[config.mk]
export PLATFORM = sky130hd
export DESIGN_NAME = product_accumulator
export DESIGN_NICKNAME = d
export VERILOG_FILES = /design/src/rtl/arith_pkg.sv /design/src/rtl/product_accumulator.sv
export SDC_FILE = /design/constraint.sdc
export NUM_CORES = 1
export LEC_CHECK = 0
export CAP_MARGIN = 10
export CORE_MARGIN = 5
export CORE_UTILIZATION = 45
export CTS_CLUSTER_SIZE = 8
export DETAILED_ROUTE_END_ITERATION = 12
export PLACE_DENSITY_LB_ADDON = 0.12
export SYNTH_ARGS = -nofsm -noshare
export SYNTH_HDL_FRONTEND = slang
export SYNTH_SLANG_ARGS = --single-unit
[constraint.sdc]
create_clock -name clk -period 6.6 [get_ports clk]
set_input_delay 1.65 -clock clk [delete_from_list [all_inputs] [get_ports clk]]
set_output_delay 1.65 -clock clk [all_outputs]
set_load 0.01 [all_outputs]
[src/rtl/arith_pkg.sv]
// ============================================================================
// Module      : arith_pkg
// Description : Shared arithmetic constants and the accumulator state type
//               for product_accumulator.
// Contents    : PROD_W_DEF, ACC_W_DEF, CNT_W_DEF - default widths
//               acc_state_e                      - ACCUM / HOLD state encoding
// Revision    : 1.0 - initial release
// ============================================================================
`default_nettype none

package arith_pkg;

  localparam int PROD_W_DEF = 8;
  localparam int ACC_W_DEF  = 12;
  localparam int CNT_W_DEF  = 5;

  // ACCUM: collecting products; HOLD: presenting a finished frame result.
  typedef enum logic [0:0] {
    ST_ACCUM = 1'b0,
    ST_HOLD  = 1'b1
  } acc_state_e;

endpackage : arith_pkg

`default_nettype wire

[src/rtl/product_accumulator.sv]
// ============================================================================
// Module      : product_accumulator
// Description : Sums a frame of unsigned multiplier products (valid/ready in,
//               valid/ready out). A beat with in_last closes the frame; its
//               sum, beat count and sticky overflow are held until the
//               downstream handshake, after which a new frame starts.
// Ports       : clk, rst        - clock, synchronous active-high reset
//               in_valid/ready  - upstream handshake
//               in_data         - unsigned product (PROD_W)
//               in_last         - closes the current frame
//               out_valid/ready - downstream handshake
//               out_sum         - frame sum mod 2^ACC_W
//               out_count       - beats in frame, saturating at 2^CNT_W-1
//               out_ovf         - sum wrapped at least once in the frame
// Revision    : 1.0 - initial release
// ============================================================================
`default_nettype none

module product_accumulator
  import arith_pkg::*;
#(
  parameter int PROD_W = PROD_W_DEF,
  parameter int ACC_W  = ACC_W_DEF,
  parameter int CNT_W  = CNT_W_DEF
) (
  input  logic              clk,
  input  logic              rst,
  input  logic              in_valid,
  output logic              in_ready,
  input  logic [PROD_W-1:0] in_data,
  input  logic              in_last,
  output logic              out_valid,
  input  logic              out_ready,
  output logic [ACC_W-1:0]  out_sum,
  output logic [CNT_W-1:0]  out_count,
  output logic              out_ovf
);

  acc_state_e        state_q, state_d;
  logic [ACC_W-1:0]  acc_q,   acc_d;
  logic [CNT_W-1:0]  cnt_q,   cnt_d;
  logic              ovf_q,   ovf_d;
  logic [ACC_W-1:0]  sum_q,   sum_d;
  logic [CNT_W-1:0]  ocnt_q,  ocnt_d;
  logic              oovf_q,  oovf_d;

  logic              w_accept;
  logic              w_release;
  logic [ACC_W:0]    w_add;      // one extra bit captures the carry-out
  logic [ACC_W-1:0]  w_acc_nxt;
  logic [CNT_W-1:0]  w_cnt_nxt;
  logic              w_ovf_nxt;

  assign w_accept  = in_valid && (state_q == ST_ACCUM);
  assign w_release = out_ready && (state_q == ST_HOLD);

  assign w_add     = {1'b0, acc_q} + {{(ACC_W + 1 - PROD_W){1'b0}}, in_data};
  assign w_acc_nxt = w_add[ACC_W-1:0];
  assign w_ovf_nxt = ovf_q | w_add[ACC_W];
  assign w_cnt_nxt = (cnt_q == {CNT_W{1'b1}}) ? cnt_q : cnt_q + CNT_W'(1);

  // State register (plus datapath registers sharing the same reset)
  always_ff @(posedge clk) begin
    if (rst) begin
      state_q <= ST_ACCUM;
      acc_q   <= '0;
      cnt_q   <= '0;
      ovf_q   <= 1'b0;
      sum_q   <= '0;
      ocnt_q  <= '0;
      oovf_q  <= 1'b0;
    end else begin
      state_q <= state_d;
      acc_q   <= acc_d;
      cnt_q   <= cnt_d;
      ovf_q   <= ovf_d;
      sum_q   <= sum_d;
      ocnt_q  <= ocnt_d;
      oovf_q  <= oovf_d;
    end
  end

  // Next-state and datapath update
  always_comb begin
    state_d = state_q;
    acc_d   = acc_q;
    cnt_d   = cnt_q;
    ovf_d   = ovf_q;
    sum_d   = sum_q;
    ocnt_d  = ocnt_q;
    oovf_d  = oovf_q;
    case (state_q)
      ST_ACCUM: begin
        if (w_accept) begin
          acc_d = w_acc_nxt;
          cnt_d = w_cnt_nxt;
          ovf_d = w_ovf_nxt;
          if (in_last) begin
            // Result includes the closing beat itself.
            sum_d   = w_acc_nxt;
            ocnt_d  = w_cnt_nxt;
            oovf_d  = w_ovf_nxt;
            state_d = ST_HOLD;
          end
        end
      end
      ST_HOLD: begin
        if (w_release) begin
          acc_d   = '0;
          cnt_d   = '0;
          ovf_d   = 1'b0;
          state_d = ST_ACCUM;
        end
      end
      default: state_d = ST_ACCUM;
    endcase
  end

  // Outputs
  always_comb begin
    in_ready  = (state_q == ST_ACCUM);
    out_valid = (state_q == ST_HOLD);
    out_sum   = sum_q;
    out_count = ocnt_q;
    out_ovf   = oovf_q;
  end

endmodule : product_accumulator

`default_nettype wire

# Word level (Yosys, flattened, before mapping)
# Index checks and enable logic that the tools add are counted.
[op_classes] addsub=2 mul=0 n_div=0 n_lt_le_gt_ge=0 n_eq_ne=3 shifts=0 muxes=14 bitwise_logic=2 reduce_logical=4
[ops] op="$mux 12" count=2
[ops] op="$pmux 12 s2" count=1
[ops] op="$mux 5" count=3
[ops] op="$add 12x8->13" count=1
[ops] op="$pmux 5 s2" count=1
[ops] op="$add 5x1->5 const B" count=1
[ops] op="$eq 5x5->1 const B" count=1
[ops] op="$mux 1" count=5
[ops] op="$ne 2x1->1 const B" count=2
[ops] op="$pmux 1 s2" count=2
[ops] op="$reduce_and 3->1" count=1
[ops] op="$logic_and 1x1->1" count=2
[ops] op="$reduce_and 2->1" count=1
[ops] op="$not 1->1" count=1
[ops] op="$or 1x1->1" count=1
[totals] ff_bits=37 latch_bits=0 mem_bits_rw=0 romBits=0 in_bits=13 output_inout_bits=20 elab_cells=32 memories=0

# Logic depth before layout (Yosys ltp)
[depth] word_depth=4 ltp_mapped=8 ltp_nobuf=8

# Worst setup path before layout
# Ideal clock, no wire load.
[synth_path] path_type="input to register" startpoint="input in_data[0]" endpoint="register acc_q[10]" setup_time_ns=0.074 arrival_time_ns=3.220 required_time_ns=6.526 path_slack_ns=3.306 stages=8 n_path_buf=0 cell_sequence="ha_1 inv_1 fa_1 nand2b_1 a211oi_2 o21ai_1 or3_1 a31oi_1"
[synth_between] elab_chain_cells=3
[synth_rtl] element="start: declaration" line="product_accumulator.sv:30" source="input logic [PROD_W-1:0] in_data,"
[synth_rtl] element="$add 12x8->13" line="product_accumulator.sv:57" source="assign w_add = {1'b0, acc_q} + {{(ACC_W + 1 - PROD_W){1'b0}}, in_data};"
[synth_rtl] element="$mux 12" line="product_accumulator.sv:94" source="if (w_accept) begin"
[synth_rtl] element="$pmux 12 s2" line="product_accumulator.sv:92" source="case (state_q)"
[synth_rtl] element="end signal: assignment" line="product_accumulator.sv:66" source="acc_q <= '0;"
[synth_rtl] element="end signal: assignment" line="product_accumulator.sv:74" source="acc_q <= acc_d;"
[synth_rtl] element="end: declaration" line="product_accumulator.sv:40" source="logic [ACC_W-1:0] acc_q, acc_d;"
# No other way between the ends. The select of a mux whose other input is x is not followed.
# A chain may end at the register's enable or synchronous reset.

# Worst setup path in the final report
[layout_path] startpoint="input in_valid" endpoint="register sum_q[7], in the netlist out_sum[7]"
[layout_between] elab_chain_cells=2
[layout_rtl] element="start: declaration" line="product_accumulator.sv:28" source="input logic in_valid,"
[layout_rtl] element="$logic_and 1x1->1" line="product_accumulator.sv:54" source="assign w_accept = in_valid && (state_q == ST_ACCUM);"
[layout_rtl] element="$reduce_and 3->1 (no line)"
[layout_rtl] element="end signal: assignment" line="product_accumulator.sv:77" source="sum_q <= sum_d;"
[layout_rtl] element="end: declaration" line="product_accumulator.sv:43" source="logic [ACC_W-1:0] sum_q, sum_d;"
# No other way between the ends.

==> summary by stage <==
Run status
The run finished with clean final reports.

Yosys
After synthesis, the cell types taking the most area are sky130_fd_sc_hd__dfxtp_1 39%, sky130_fd_sc_hd__nand2_1 6.4%, sky130_fd_sc_hd__a21oi_1 6.1%. The net count after synthesis is 253. In the synthesized netlist the async set-or-reset flop fraction comes to 0%. The post-synthesis adder-cell area fraction is 7.02%. The mapped cell area is 0.00189 mm². After synthesis, the most frequently instantiated cells are 37 x sky130_fd_sc_hd__dfxtp_1, 32 x sky130_fd_sc_hd__nand2_1, 29 x sky130_fd_sc_hd__nor2_1, 23 x sky130_fd_sc_hd__a21oi_1, 9 x sky130_fd_sc_hd__ha_1. The count of distinct cell types in the synthesized netlist is 42. The post-synthesis instance total is 230. The number of flip-flops and latches in the synthesized netlist is 37. The main combinational cell family by area after synthesis is simple AND/OR/NAND/NOR gates. The cell accounting for the most synthesized area is sky130_fd_sc_hd__dfxtp_1.

The fraction of synthesized cell area in xor and xnor cells is 3.71%. The portion of the post-synthesis area used by sequential elements is 39.2%. Among all flip-flop cells after synthesis, the most frequent one is sky130_fd_sc_hd__dfxtp_1. A synthesized cell averages 8.21 µm².

The total of warnings raised by yosys is 0. In the post-synthesis netlist, the cell with the most instances is sky130_fd_sc_hd__dfxtp_1. The portion of synthesized area spent on multiplexers is 0%. The share of the synthesized area in the top cell type is 39.2%. The number of flops mapped to enable cells by yosys is 0. The fraction of the mapped netlist area in compound gates is 21.3%.

Of the total synthesized cell area, the portion taken by AND, OR, NAND and NOR gates is 25.1%.

Setup path
The launching element type of the critical path is an input port. For the worst flop-to-flop path, the logic depth is 4. The slowest stage of the critical path belongs to the cell sky130_fd_sc_hd__nor2b_1. In this run the register-to-register setup slack is 3.92 ns. The count of cell instances traversed by the critical path is 5. Data on the critical path is required at its endpoint by 6.83 ns. The critical path in this run is classified as input port to flop. The family of cells with the greatest summed delay on the critical path is simple AND/OR/NAND/NOR gates. The endpoint identified for the worst register-to-register timing path is out_sum[7]$_SDFFE_PP0P_. The largest stage delay on the critical path is 0.87 ns. The startpoint identified for the worst register-to-register timing path is out_valid$_SDFF_PP0_. Traced cell by cell, the critical path runs through clkdlybuf4s50_1, nor2b_1, nand2_1, or4_1, nand3_1. The peak fanout along the critical path is 18.

The endpoint kind of the worst setup timing path is a flop. STA puts the critical path data arrival time at 4.36 ns. The number of buffers and inverters on the critical path is 1.

Floorplan
The y dimension of the die is 74.8 µm. The row count is 23. For this configuration, the core starts out at a cell density of 46.9%. The full die area is 0.00559 mm². The area of the core is 0.00403 mm².

The die boundary width is 74.8 µm. The number of placed I/O pins is 33.

STA
The number of hold-slack violations in the final timing report came to 0. In the final timing run, aggregate negative setup slack is 0 ns. Setup repair after global routing left no endpoint under its margin. At the pin with the least slew margin, the transition time is 1.11 ns. The final-report max-slew violation count is 0.

The final critical path takes up 62.5% of the cycle. The tightest slew margin relative to the limit is 25.9%. Static timing analysis puts the maximum clock frequency at 243 MHz. Counting I/O delays and the setup requirement, the final critical path takes 4.12 ns. The setup-violating endpoint count in the final report is 0. The largest clock skew in the final design is 0.00516 ns.

Placed design
The count of port buffers added during placement is 32. The half-perimeter wire length after detailed placement is 3.01 mm. The global placement routability congestion is 0.793.

Clock network
The cell sitting at the root of the clock tree is a sky130_fd_sc_hd__clkbuf_8. Gates resized during post-CTS repair numbered 0. The count of hold-fix buffers inserted at cts is 0.

For this design, the sink count on the clock tree is 37. Clock latency on the worst-skew pair, taken at its later pin, is 0.29 ns. The clock tree from TritonCTS is done. TritonCTS created 5 clock buffers. The number of H-tree levels is 2. After clock tree synthesis, the clock-pin slew on the worst setup and hold paths is 0.07 ns. The total setup buffers inserted after CTS is 0.

In this run the deepest clock path goes through 2 buffers.

Route
The routed design has 4.38 mm of wire. The count of antenna-violating nets left after detailed routing is 0. For this run, the detailed router's first-pass iteration total came to 4.

The number of vias after detailed routing is 1698. The DRC violation total after the first TritonRoute iteration is 110. In the final routed layout, each cell accounts on average for 14.2 µm. The detailed-route DRC error count is 0.

The via density per instance is 5.51.

Power and ir drop
The relative contribution of the clock network to total power is 30.8%. The proportion of total power due to net switching is 29.0%. Summing internal, switching and leakage power gives 0.000522 W. The combinational share of power is 21.9%.

VDD sags by at most 0.133 mV. The sequential group share of total power is 47.3%. The leakage power is 0.878 nW. The internal portion of the total power is 0.000371 W.

The power density of the placed cells is 225 mW/mm². The switching power summed over all nets is 0.000151 W.

Worst hold path
The worst hold path startpoint is out_sum[9]$_SDFFE_PP0P_. The instance count along the most critical hold path is 2. For hold timing, the worst endpoint is out_sum[9]$_SDFFE_PP0P_. The worst hold path belongs to the class flop to flop.

GRT
The via count of the first global-routing pass is 1600. The combined global-route utilization of all metal layers is 17.0%. The initial antenna violation count was 0. The first-pass GRT wire length is 7.13 mm. The total overflow left after global routing is 0.

Entering global routing, the biggest net connects 45 pins.

Finish
Cells with a size suffix above 1 make up 5.04% of the layout. The repair_antennas step left the layout with diodes totalling 0. After the last flow step, the layout net total stands at 281. The area growth from synthesis to layout is 22.5%.

Counting the fill cells in the layout gives 372.

Flow run
The tool flagged a number of max-cap violations equal to 0.
[kinds of logic after synthesis]
family,after synthesis
flip-flops,37
adder cells (fa/ha/maj),10
XOR/XNOR,8
AND/OR/NAND/NOR,98
buffers and inverters,17
AO/OA/AOI/OAI,60
[area by class of cell]
type / count / area (µm²) / area share [%]
flip-flops and latches: 37 / 741 / 32.0
inverters: 5 / 18.8 / 0.811
well taps: 50 / 62.6 / 2.70
multi-input cells: 176 / 1080 / 46.6
repair buffers: 33 / 328 / 14.2
clock buffers: 7 / 86.3 / 3.73
[layout by cell type, fill, tap and decap left out, types with 4 or more instances in the layout]
master                            synthesis  layout
sky130_fd_sc_hd__dfxtp_1                 37      37
sky130_fd_sc_hd__nor2_1                  29      29
sky130_fd_sc_hd__ha_1                     9       9
sky130_fd_sc_hd__nand2b_1                 4       4
sky130_fd_sc_hd__a21oi_1                 23      23
sky130_fd_sc_hd__clkbuf_8                 0       6
sky130_fd_sc_hd__clkdlybuf4s50_1          0      32
sky130_fd_sc_hd__nand2_1                 32      32
sky130_fd_sc_hd__nand3_1                  6       6
sky130_fd_sc_hd__inv_1                    5       5
sky130_fd_sc_hd__a211oi_1                 5       5
sky130_fd_sc_hd__a22oi_1                  7       7
sky130_fd_sc_hd__nor3_1                   4       4
sky130_fd_sc_hd__or3_1                    4       4
sky130_fd_sc_hd__xor2_1                   7       7
sky130_fd_sc_hd__nor2b_1                  4       4
sky130_fd_sc_hd__o21ai_0                  4       4
[worst min-delay path, cell delays in order (launching register included)]
cell and delay, ns:
sky130_fd_sc_hd__dfxtp_1 0.31, sky130_fd_sc_hd__nand2_1 0.05, sky130_fd_sc_hd__a21oi_1 0.05
[power groups by stage]
stage	clock network, W	logic (W)	registers, W
2_1_floorplan	0	0.0000734	0.000253
3_3_place_gp	0	0.000112	0.000252
3_5_place_dp	0	0.000114	0.000252
4_1_cts	0.000166	0.000115	0.000247
5_1_grt	0.000176	0.000127	0.000248
6_report	0.000161	0.000114	0.000247
[per-layer routing]
metal,global-route usage [%],wire length [µm]
met1,20.6,2020
met2,27.5,2020
met3,6.14,238
met4,6.92,97
met5,0,0
[worst max-delay path by stage]
stage                                   end  slack (ns)  startpoint
global placement    out_sum[7]$_SDFFE_PP0P_        2.25    in_valid
CTS                 out_sum[7]$_SDFFE_PP0P_        2.48    in_valid
global route        out_sum[7]$_SDFFE_PP0P_        2.27    in_valid
detailed placement  out_sum[7]$_SDFFE_PP0P_        2.17    in_valid
finish              out_sum[7]$_SDFFE_PP0P_        2.48    in_valid
floorplan            acc_q[10]$_SDFFE_PP0P_        3.31  in_data[0]
[flip-flops by register name, summed over array words and instances, names as in the netlist]
register	cells
out_ovf	1
ovf_q	1
out_valid	1
out_sum	12
out_count	5
cnt_q	5
acc_q	12
[stage by stage]
stage                     util [%]  instance area [µm²]  hold WS, ns  std cells  worst slack, ns
after floorplan                  -                 1890        0.441        230             3.31
after global placement        55.3                 2230        0.440        301             2.25
after detailed placement      55.3                 2230        0.449        301             2.17
after CTS                     57.5                 2310        0.459        308             2.48
after global routing          57.5                 2310        0.487        308             2.27
final                         57.5                 2310        0.458        308             2.48
Note: power is estimated with default switching activity, not from simulation.
